--- config.mk ---
export PLATFORM = sky130hd
export DESIGN_NAME = pwm_multi_channel_flat
export DESIGN_NICKNAME = d
export VERILOG_FILES = /design/src/rtl/pwm_multi_channel_if.sv /design/src/rtl/pwm_multi_channel.sv /design/src/flat_wrapper.sv
export SDC_FILE = /design/constraint.sdc
export NUM_CORES = 1
export LEC_CHECK = 0
export BUFFER_PORTS_ARGS = -buffer_cell sky130_fd_sc_hd__clkbuf_2
export CAP_MARGIN = 10
export CORE_MARGIN = 1.5
export CORE_UTILIZATION = 40
export CTS_BUF_LIST = sky130_fd_sc_hd__clkbuf_16
export DETAILED_ROUTE_END_ITERATION = 7
export GPL_ROUTABILITY_DRIVEN = 0
export GPL_TIMING_DRIVEN = 0
export PLACE_DENSITY = 0.63
export REMOVE_ABC_BUFFERS = 1
export SLEW_MARGIN = 30
export SYNTH_ARGS = -nofsm -noshare
export SYNTH_HDL_FRONTEND = slang
export SYNTH_SLANG_ARGS = --single-unit
--- constraint.sdc ---
create_clock -name clk -period 2.65 [get_ports clk]
set_input_delay 0.1325 -clock clk [delete_from_list [all_inputs] [get_ports clk]]
set_output_delay 0.1325 -clock clk [all_outputs]
set_load 0.03 [all_outputs]
--- src/rtl/pwm_multi_channel_if.sv ---
// Configuration/handshake bundle between the register block and pwm_multi_channel.
// The register-block side uses the master modport; the PWM block uses the slave modport.
interface pwm_multi_channel_if #(
  parameter int NCH   = 4,
  parameter int CNT_W = 16,
  parameter int PRE_W = 8
);
  logic                 enable;
  logic [CNT_W-1:0]     period;
  logic [PRE_W-1:0]     prescale;
  logic [NCH*CNT_W-1:0] duty;
  logic                 mode;
  logic                 upd_req;
  logic                 upd_busy;
  logic                 period_tick;
  logic [NCH-1:0]       pwm_out;

  modport master (
    output enable, period, prescale, duty, mode, upd_req,
    input  upd_busy, period_tick, pwm_out
  );

  modport slave (
    input  enable, period, prescale, duty, mode, upd_req,
    output upd_busy, period_tick, pwm_out
  );
endinterface

--- src/rtl/pwm_multi_channel.sv ---
// Multi-channel PWM with a shared prescaler/period counter and double-buffered configuration.
// Define PWM_CENTER_EN to honour the mode bit (centre-aligned counting); otherwise always edge-aligned.
module pwm_multi_channel #(
  parameter int NCH   = 4,
  parameter int CNT_W = 16,
  parameter int PRE_W = 8
) (
  input logic                clk,
  input logic                rst_n,
  pwm_multi_channel_if.slave bus
);

  logic [CNT_W-1:0]     act_period, pend_period, cnt, cnt_nxt;
  logic [PRE_W-1:0]     act_pre, pend_pre, pre_cnt, pre_nxt;
  logic [NCH*CNT_W-1:0] act_duty, pend_duty;
  logic                 busy, step, boundary, apply;
  logic [NCH-1:0]       cmp, pwm_q;
  logic                 tick_q;

`ifdef PWM_CENTER_EN
  typedef enum logic {DIR_UP, DIR_DOWN} dir_t;
  dir_t dir, dir_nxt;
  logic act_mode, pend_mode;
`else
  logic unused_mode;
  assign unused_mode = bus.mode;
`endif

  assign step  = bus.enable && (pre_cnt == act_pre);
  // While stopped there is no period to wait for, so updates land immediately.
  assign apply = boundary || !bus.enable;

  always_comb begin
    pre_nxt  = '0;
    cnt_nxt  = cnt;
    boundary = 1'b0;
`ifdef PWM_CENTER_EN
    dir_nxt  = dir;
`endif
    if (!bus.enable) begin
      cnt_nxt = '0;
`ifdef PWM_CENTER_EN
      dir_nxt = DIR_UP;
`endif
    end else begin
      pre_nxt = step ? '0 : pre_cnt + 1'b1;
      if (step) begin
`ifdef PWM_CENTER_EN
        if (act_mode) begin
          // P=1 has no down leg, so the top of the ramp is also the boundary.
          if (act_period == '0) begin
            boundary = 1'b1;
            cnt_nxt  = '0;
          end else if (dir == DIR_DOWN) begin
            if (cnt == CNT_W'(1)) begin
              boundary = 1'b1;
              cnt_nxt  = '0;
              dir_nxt  = DIR_UP;
            end else begin
              cnt_nxt = cnt - 1'b1;
            end
          end else if (cnt == act_period) begin
            if (act_period == CNT_W'(1)) begin
              boundary = 1'b1;
              cnt_nxt  = '0;
            end else begin
              cnt_nxt = cnt - 1'b1;
              dir_nxt = DIR_DOWN;
            end
          end else begin
            cnt_nxt = cnt + 1'b1;
          end
        end else begin
`else
        begin
`endif
          if (cnt == act_period) begin
            boundary = 1'b1;
            cnt_nxt  = '0;
          end else begin
            cnt_nxt = cnt + 1'b1;
          end
        end
      end
    end
  end

  always_comb begin
    cmp = '0;
    for (int i = 0; i < NCH; i++) begin
      cmp[i] = cnt < act_duty[i*CNT_W +: CNT_W];
    end
  end

  always_ff @(posedge clk or negedge rst_n) begin
    if (!rst_n) begin
      pre_cnt <= '0;
      cnt     <= '0;
      pwm_q   <= '0;
      tick_q  <= 1'b0;
    end else begin
      pre_cnt <= pre_nxt;
      cnt     <= cnt_nxt;
      pwm_q   <= bus.enable ? cmp : '0;
      tick_q  <= boundary;
    end
  end

`ifdef PWM_CENTER_EN
  always_ff @(posedge clk or negedge rst_n) begin
    if (!rst_n) dir <= DIR_UP;
    else        dir <= dir_nxt;
  end

  always_ff @(posedge clk or negedge rst_n) begin
    if (!rst_n) begin
      act_mode  <= 1'b0;
      pend_mode <= 1'b0;
    end else if (bus.upd_req && apply) begin
      act_mode <= bus.mode;
    end else if (bus.upd_req) begin
      pend_mode <= bus.mode;
    end else if (apply && busy) begin
      act_mode <= pend_mode;
    end
  end
`endif

  // A request at an apply point bypasses the pending set; later requests overwrite pending.
  always_ff @(posedge clk or negedge rst_n) begin
    if (!rst_n) begin
      act_period  <= '0;
      act_pre     <= '0;
      act_duty    <= '0;
      pend_period <= '0;
      pend_pre    <= '0;
      pend_duty   <= '0;
      busy        <= 1'b0;
    end else if (bus.upd_req && apply) begin
      act_period <= bus.period;
      act_pre    <= bus.prescale;
      act_duty   <= bus.duty;
      busy       <= 1'b0;
    end else if (bus.upd_req) begin
      pend_period <= bus.period;
      pend_pre    <= bus.prescale;
      pend_duty   <= bus.duty;
      busy        <= 1'b1;
    end else if (apply && busy) begin
      act_period <= pend_period;
      act_pre    <= pend_pre;
      act_duty   <= pend_duty;
      busy       <= 1'b0;
    end
  end

  assign bus.upd_busy    = busy;
  assign bus.period_tick = tick_q;
  assign bus.pwm_out     = pwm_q;

endmodule
--- src/flat_wrapper.sv ---
// flat-port wrapper written by rule: the top's interface ports become plain ports
module pwm_multi_channel_flat 
#(
  parameter int NCH   = 4,
  parameter int CNT_W = 16,
  parameter int PRE_W = 8
)
  (clk, rst_n, bus_enable, bus_period, bus_prescale, bus_duty, bus_mode, bus_upd_req, bus_upd_busy, bus_period_tick, bus_pwm_out);
  pwm_multi_channel_if #(.NCH(NCH), .CNT_W(CNT_W), .PRE_W(PRE_W)) bus_i ();
  input logic clk;
  input logic rst_n;
  input wire logic [$bits(bus_i.enable)-1:0] bus_enable;
  input wire logic [$bits(bus_i.period)-1:0] bus_period;
  input wire logic [$bits(bus_i.prescale)-1:0] bus_prescale;
  input wire logic [$bits(bus_i.duty)-1:0] bus_duty;
  input wire logic [$bits(bus_i.mode)-1:0] bus_mode;
  input wire logic [$bits(bus_i.upd_req)-1:0] bus_upd_req;
  output wire logic [$bits(bus_i.upd_busy)-1:0] bus_upd_busy;
  output wire logic [$bits(bus_i.period_tick)-1:0] bus_period_tick;
  output wire logic [$bits(bus_i.pwm_out)-1:0] bus_pwm_out;
  assign bus_i.enable = bus_enable;
  assign bus_i.period = bus_period;
  assign bus_i.prescale = bus_prescale;
  assign bus_i.duty = bus_duty;
  assign bus_i.mode = bus_mode;
  assign bus_i.upd_req = bus_upd_req;
  assign bus_upd_busy = bus_i.upd_busy;
  assign bus_period_tick = bus_i.period_tick;
  assign bus_pwm_out = bus_i.pwm_out;
  pwm_multi_channel #(.NCH(NCH), .CNT_W(CNT_W), .PRE_W(PRE_W)) u_core (.clk(clk), .rst_n(rst_n), .bus(bus_i));
endmodule
==> Yosys cells after proc, flatten, opt, wreduce, memory -nomap -nowiden <==
Index checks and enable logic that the tools add are counted.
{ "word_totals": {"latchBits": 0, "register_bits": 206, "memories": 0, "in_bits": 93, "out_inout_bits": 6, "mem_bits_rw": 0, "rom_bits": 0, "word_cells": 52} }
{ "classes": {"n_addsub": 2, "eq_ne": 4, "muxes": 21, "div": 0, "n_shift": 0, "bitwise": 1, "mul": 0, "magnitude_cmp": 4, "n_reduce_logical": 9} }
{ "op_table": {"columns": ["cell", "count"], "rows": [
  ["$mux 64", 3],
  ["$mux 16", 6],
  ["$lt 16x16->1", 4],
  ["$mux 8", 5],
  ["$add 16x1->16 const B", 1],
  ["$eq 16x16->1", 1],
  ["$add 8x1->8 const B", 1],
  ["$eq 8x8->1", 1],
  ["$mux 1", 6],
  ["$mux 4", 1],
  ["$ne 2x1->1 const B", 2],
  ["$reduce_and 2->1", 2],
  ["$logic_and 1x1->1", 3],
  ["$reduce_bool 3->1", 1],
  ["$reduce_bool 2->1", 1],
  ["$logic_not 1->1", 1],
  ["$logic_or 1x1->1", 1],
  ["$not 1->1", 1]
]} }

==> Longest topological paths before layout <==
{ "logic_depth": {"word_depth": 9, "mapped_depth": 8} }

==> Worst setup path after synthesis <==
Ideal clock, no wire load.
{ "synth_path": {"path_type": "register -> register", "from": "register u_core.pre_cnt[4]", "to": "register u_core.pend_duty[0]", "path_buffers": 2, "path_stages_with_launch": 8, "arrival_time_ps": 2198, "period_less_slack_ps": 2325, "setup_slack_ps": 325, "required_ps": 2523, "cell_sequence": "dfrtp_1 > xor2_1 > nor4_2 > nand2_1 > o211ai_2 > buf_6 > buf_6 > mux2_1"} }
{ "synth_via": {"elab_chain_cells": 8} }
{ "synth_lines": {"columns": ["element", "line", "source"], "rows": [
  ["start, declared", "pwm_multi_channel.sv:14", "logic [PRE_W-1:0] act_pre, pend_pre, pre_cnt, pre_nxt;"],
  ["start signal, assigned", "pwm_multi_channel.sv:102", "pre_cnt <= pre_nxt;"],
  ["$eq 8x8->1", "pwm_multi_channel.sv:29", "assign step = bus.enable && (pre_cnt == act_pre);"],
  ["$logic_and 1x1->1", "pwm_multi_channel.sv:29", null],
  ["$mux 1", "pwm_multi_channel.sv:47", "if (step) begin"],
  ["$mux 1", "pwm_multi_channel.sv:40", "if (!bus.enable) begin"],
  ["$logic_or 1x1->1", "pwm_multi_channel.sv:31", "assign apply = boundary || !bus.enable;"],
  ["$logic_and 1x1->1", "pwm_multi_channel.sv:139", "end else if (bus.upd_req && apply) begin"],
  ["$not 1->1 (no source line)", null, null],
  ["$reduce_and 2->1 (no source line)", null, null],
  ["end signal, assigned", "pwm_multi_channel.sv:147", "pend_duty <= bus.duty;"],
  ["end, declared", "pwm_multi_channel.sv:15", "logic [NCH*CNT_W-1:0] act_duty, pend_duty;"]
]} }
No other way between the ends.
A chain may end at the register's enable or synchronous reset.

==> Final worst setup path <==
{ "layout_path": {"from": "register u_core.cnt[7]", "to": "register u_core.pend_duty[4]"} }
{ "layout_via": {"elab_chain_cells": 8} }
{ "layout_lines": {"columns": ["element", "line", "source"], "rows": [
  ["start, declared", "pwm_multi_channel.sv:13", "logic [CNT_W-1:0] act_period, pend_period, cnt, cnt_nxt;"],
  ["start signal, assigned", "pwm_multi_channel.sv:103", "cnt <= cnt_nxt;"],
  ["$eq 16x16->1", "pwm_multi_channel.sv:77", "if (cnt == act_period) begin"],
  ["$mux 1", "pwm_multi_channel.sv:77", null],
  ["$mux 1", "pwm_multi_channel.sv:47", null],
  ["$mux 1", "pwm_multi_channel.sv:40", null],
  ["$logic_or 1x1->1", "pwm_multi_channel.sv:31", null],
  ["$logic_and 1x1->1", "pwm_multi_channel.sv:139", null],
  ["$not 1->1 (no source line)", null, null],
  ["$reduce_and 2->1 (no source line)", null, null]
]} }
No other way between the ends.

==> impl_metrics.ini <==
[worst_setup_path]
path_delay_family = buffers and inverters
data_arrival_critical_path_ps = 2970
critPathKind = register to register
end_kind = register
timing.critical_path.required_ps = 3050
slowest_delay_ps = 520
crit_buf_inv = 4
cp_max_fo = 8
path_cells = xor2_4 -> nor4_4 -> nand4_1 -> buf_4 -> buf_8 -> o211ai_4 -> buf_12 -> clkbuf_16 -> mux2_4
timing.critical_path.from_type = register
cpMaxStageDelayCell = dfrtp_4

[placed_design]
detailed_placement_wirelength_estimate_um = 22900
dp_worst_setup_slack_ps = -1360
io_buffers = 97
place_inst = 1857

[die]
die_w_um = 185
die_height_um = 185
rows = 66
floorplan.core_area_mm2 = 0.0326
floorplan.io_pins = 99
initial_core_util = 0.408
dieArea_mm2 = 0.0344

[min_path]
hp-class = input port to register

[synthesis]
yosysSeqAreaShare = 0.387
synth.cell_area_mm2 = 0.0133
synth-edff-count = 0
synth_top_cell_area_share = 0.387
avgSynthCellArea_um2 = 9.60
netlist.top_cell.by_area = dfrtp_1
synth.ff_latch_count = 206
yosysWarningCount = 0
synth_async_sr_flop_share = 1.00
synth.area.top_cells = dfrtp_1 39%, mux2i_1 13%, ha_1 5.8%
synthesis.instances = 1387
synth_cell_type_count = 47
synth_top_flop_cell = dfrtp_1

[power_and_ir_drop]
power-per-cell-area_mw_per_mm2 = 622
irDropWorstVdd_mv = 0.495
power.total_mw = 10.4
p_leak_nw = 8.29

[detailed_routing]
iteration_0_drc_count_of_the_detailed_router = 853
routed_wirelength_um = 37300
drt_pre_antenna_iters = 5
route.detailed.wl_per_inst_um = 18.5
detail_route.drc_violations = 0
route.antenna.remaining_nets = 0
num_vias = 11500
vias_per_cell = 5.70

[timing]
clock_skew_ps = 6.87
max-slew-margin-rel = 0.458
timing_hold_violations_final = 0
final_critical_path_setup_slack_ps = 77.4
worst-slew-pin-transition_ps = 811
setup_viol = 0
finalCriticalPeriod_ps = 2570
clock.fmax_mhz = 389
fin_crit_sh = 0.971
rsz0062_at_grt = false
slew_viol_final = 0

[cts]
cts_tree = done
insertion_delay_ps = 520
cts.sinks = 206
cts-htree-levels = 1
cts-root-buf = clkbuf_16
cts_inserted_buffers = 25
clock_path_buffers = 3
path_clk_slew_ps = 60

[job]
cap_viol_max_count = 0

[grt]
grt_max_degree = 86
number_of_antenna_violations_at_the_first_check_in_global_routing = 0
vias_in_the_first_global_route = 11500
overflow = 0
track_usage = 0.211
use_met2 = 0.355
grt_met3_usage = 0.0269
global_route_track_usage_on_met1 = 0.289
top_usage_layer = met2
wire_length_of_the_first_global_routing_pass_um = 58900

[final_layout]
layout.core_utilization = 0.513
num-fill-cells = 2939
area_growth_syn_to_layout_pct = 25.7
antenna_cells_inserted = 0
layout.cells.non_filler = 2016
layout.nets = 1716
drive_gt1_frac = 0.193

[outcome]
status = completed
## synth_stat cells, drive strengths merged, types with 4 or more instances
cell type / instances
dfrtp: 206
mux2i: 176
nand2: 159
nand4: 115
nor2: 105
mux2: 88
o221ai: 88
clkbuf: 78
ha: 62
inv: 61
nand3: 42
buf: 37
nand2b: 35
xor2: 27
a21o: 14
a21oi: 11
and3: 11
nor3: 10
nor4: 9
a2111oi: 7
nor2b: 6
o21ai: 5
a31oi: 4
## what timing repair did
action	CTS	global route
resized for setup	23	43
hold buffers	89	0
buffers inserted	22	9
endpoints found under the hold margin	152	0
setup endpoints to repair	183	125
pin swaps	5	4
gates cloned	1	7
## worst paths after layout
kind                                                   from                                to  slack (ps)  depth (start not counted)
max                               u_core.cnt[7]$_DFFE_PN0P_   u_core.pend_duty[4]$_DFFE_PN0P_          80                          9
min                                              bus_enable   u_core.bus.upd_busy$_DFFE_PN0P_         110                          3
max reg2reg                       u_core.cnt[7]$_DFFE_PN0P_   u_core.pend_duty[4]$_DFFE_PN0P_          80                          9
min reg2reg                u_core.pend_duty[12]$_DFFE_PN0P_  u_core.pend_duty[12]$_DFFE_PN0P_         490                          1
max in group asynchronous                             rst_n    u_core.act_duty[3]$_DFFE_PN0P_        1290                          4
min in group asynchronous                             rst_n    u_core.pend_pre[0]$_DFFE_PN0P_         170                          2
## layer usage
metal / share of wire / wire, um / vias up
li1: - / - / 5432
met1: 0.45 / 16800 / 5723
met2: 0.48 / 18000 / 284
met3: 0.049 / 1840 / 50
met4: 0.020 / 747 / 0
met5: 0 / 0 / -
## state kept, by name (all words and copies together) (netlist names)
name and count:
u_core.bus.upd_busy 1, u_core.bus.pwm_out 4, u_core.bus.period_tick 1, u_core.pend_pre 8
u_core.pend_duty 64, u_core.act_duty 64, u_core.act_pre 8, u_core.cnt 16
u_core.act_period 16, u_core.pre_cnt 8, u_core.pend_period 16
## tightest hold or removal path, delay by kind of cell
kind | cells | cell delay [ps]
buf+inv | 1 | 230
simple gates | 1 | 60
compound gates | 1 | 130
## area by class of cell
type	instances	area (um^2)	share of cell area
Sequential cell	206	5170	0.309
Clock inverter	15	67.6	0.00404
Timing Repair Buffer	262	2430	0.145
Inverter	62	233	0.0139
Clock buffer	25	626	0.0374
Tap cell	442	553	0.0331
Multi-Input combinational cell	1004	7640	0.457
## kinds of logic (layout without fill, tap and decap cells)
family                     after synthesis  after routing  synth area share
AOI/OAI and AO/OA                      143            143            0.0878
xor gates and xnor gates                30             30            0.0197
buffers and inverters                  177            364            0.0548
and+or+nand+nor                        505            505             0.185
DFF                                    206            206             0.387
muxes                                  264            264             0.207
adders and majority gates               62             62            0.0583
## metrics by stage
stage / cell area, um^2 / hold slack (ps) / setup TNS (ps)
after floorplan: 12800 / -163 / -1118660
after global placement: 13900 / 364 / -2739430
after detailed placement: 14600 / 172 / -120480
after CTS: 16400 / 85.5 / 0
after global routing: 16700 / 97.3 / 0
final: 16700 / 108 / 0
## cell usage in the layout, fill, tap and decap left out, types with 11 or more instances in the layout
cell,Yosys,routed
and3_1,11,11
mux2_2,68,43
dlygate4sd3_1,0,89
buf_4,5,39
dfrtp_2,0,13
o221ai_1,88,88
mux2_1,20,14
a21oi_1,11,11
mux2_4,0,31
dfrtp_1,206,192
buf_16,0,12
nand3_1,42,42
nand4_1,115,115
a21o_1,14,14
nor2_1,105,104
nand2_1,159,158
mux2i_1,176,176
xor2_1,27,26
ha_1,62,62
inv_1,61,64
nand2b_1,35,35
clkbuf_2,0,94
clkbuf_16,0,30
## where the power goes
group	internal, mW	total (mW)	switching, mW
clock	1.69	3.03	1.35
combinational	1.44	3.41	1.97
sequential	3.65	3.95	0.306
No activity file was read; power rests on OpenSTA's default activity.
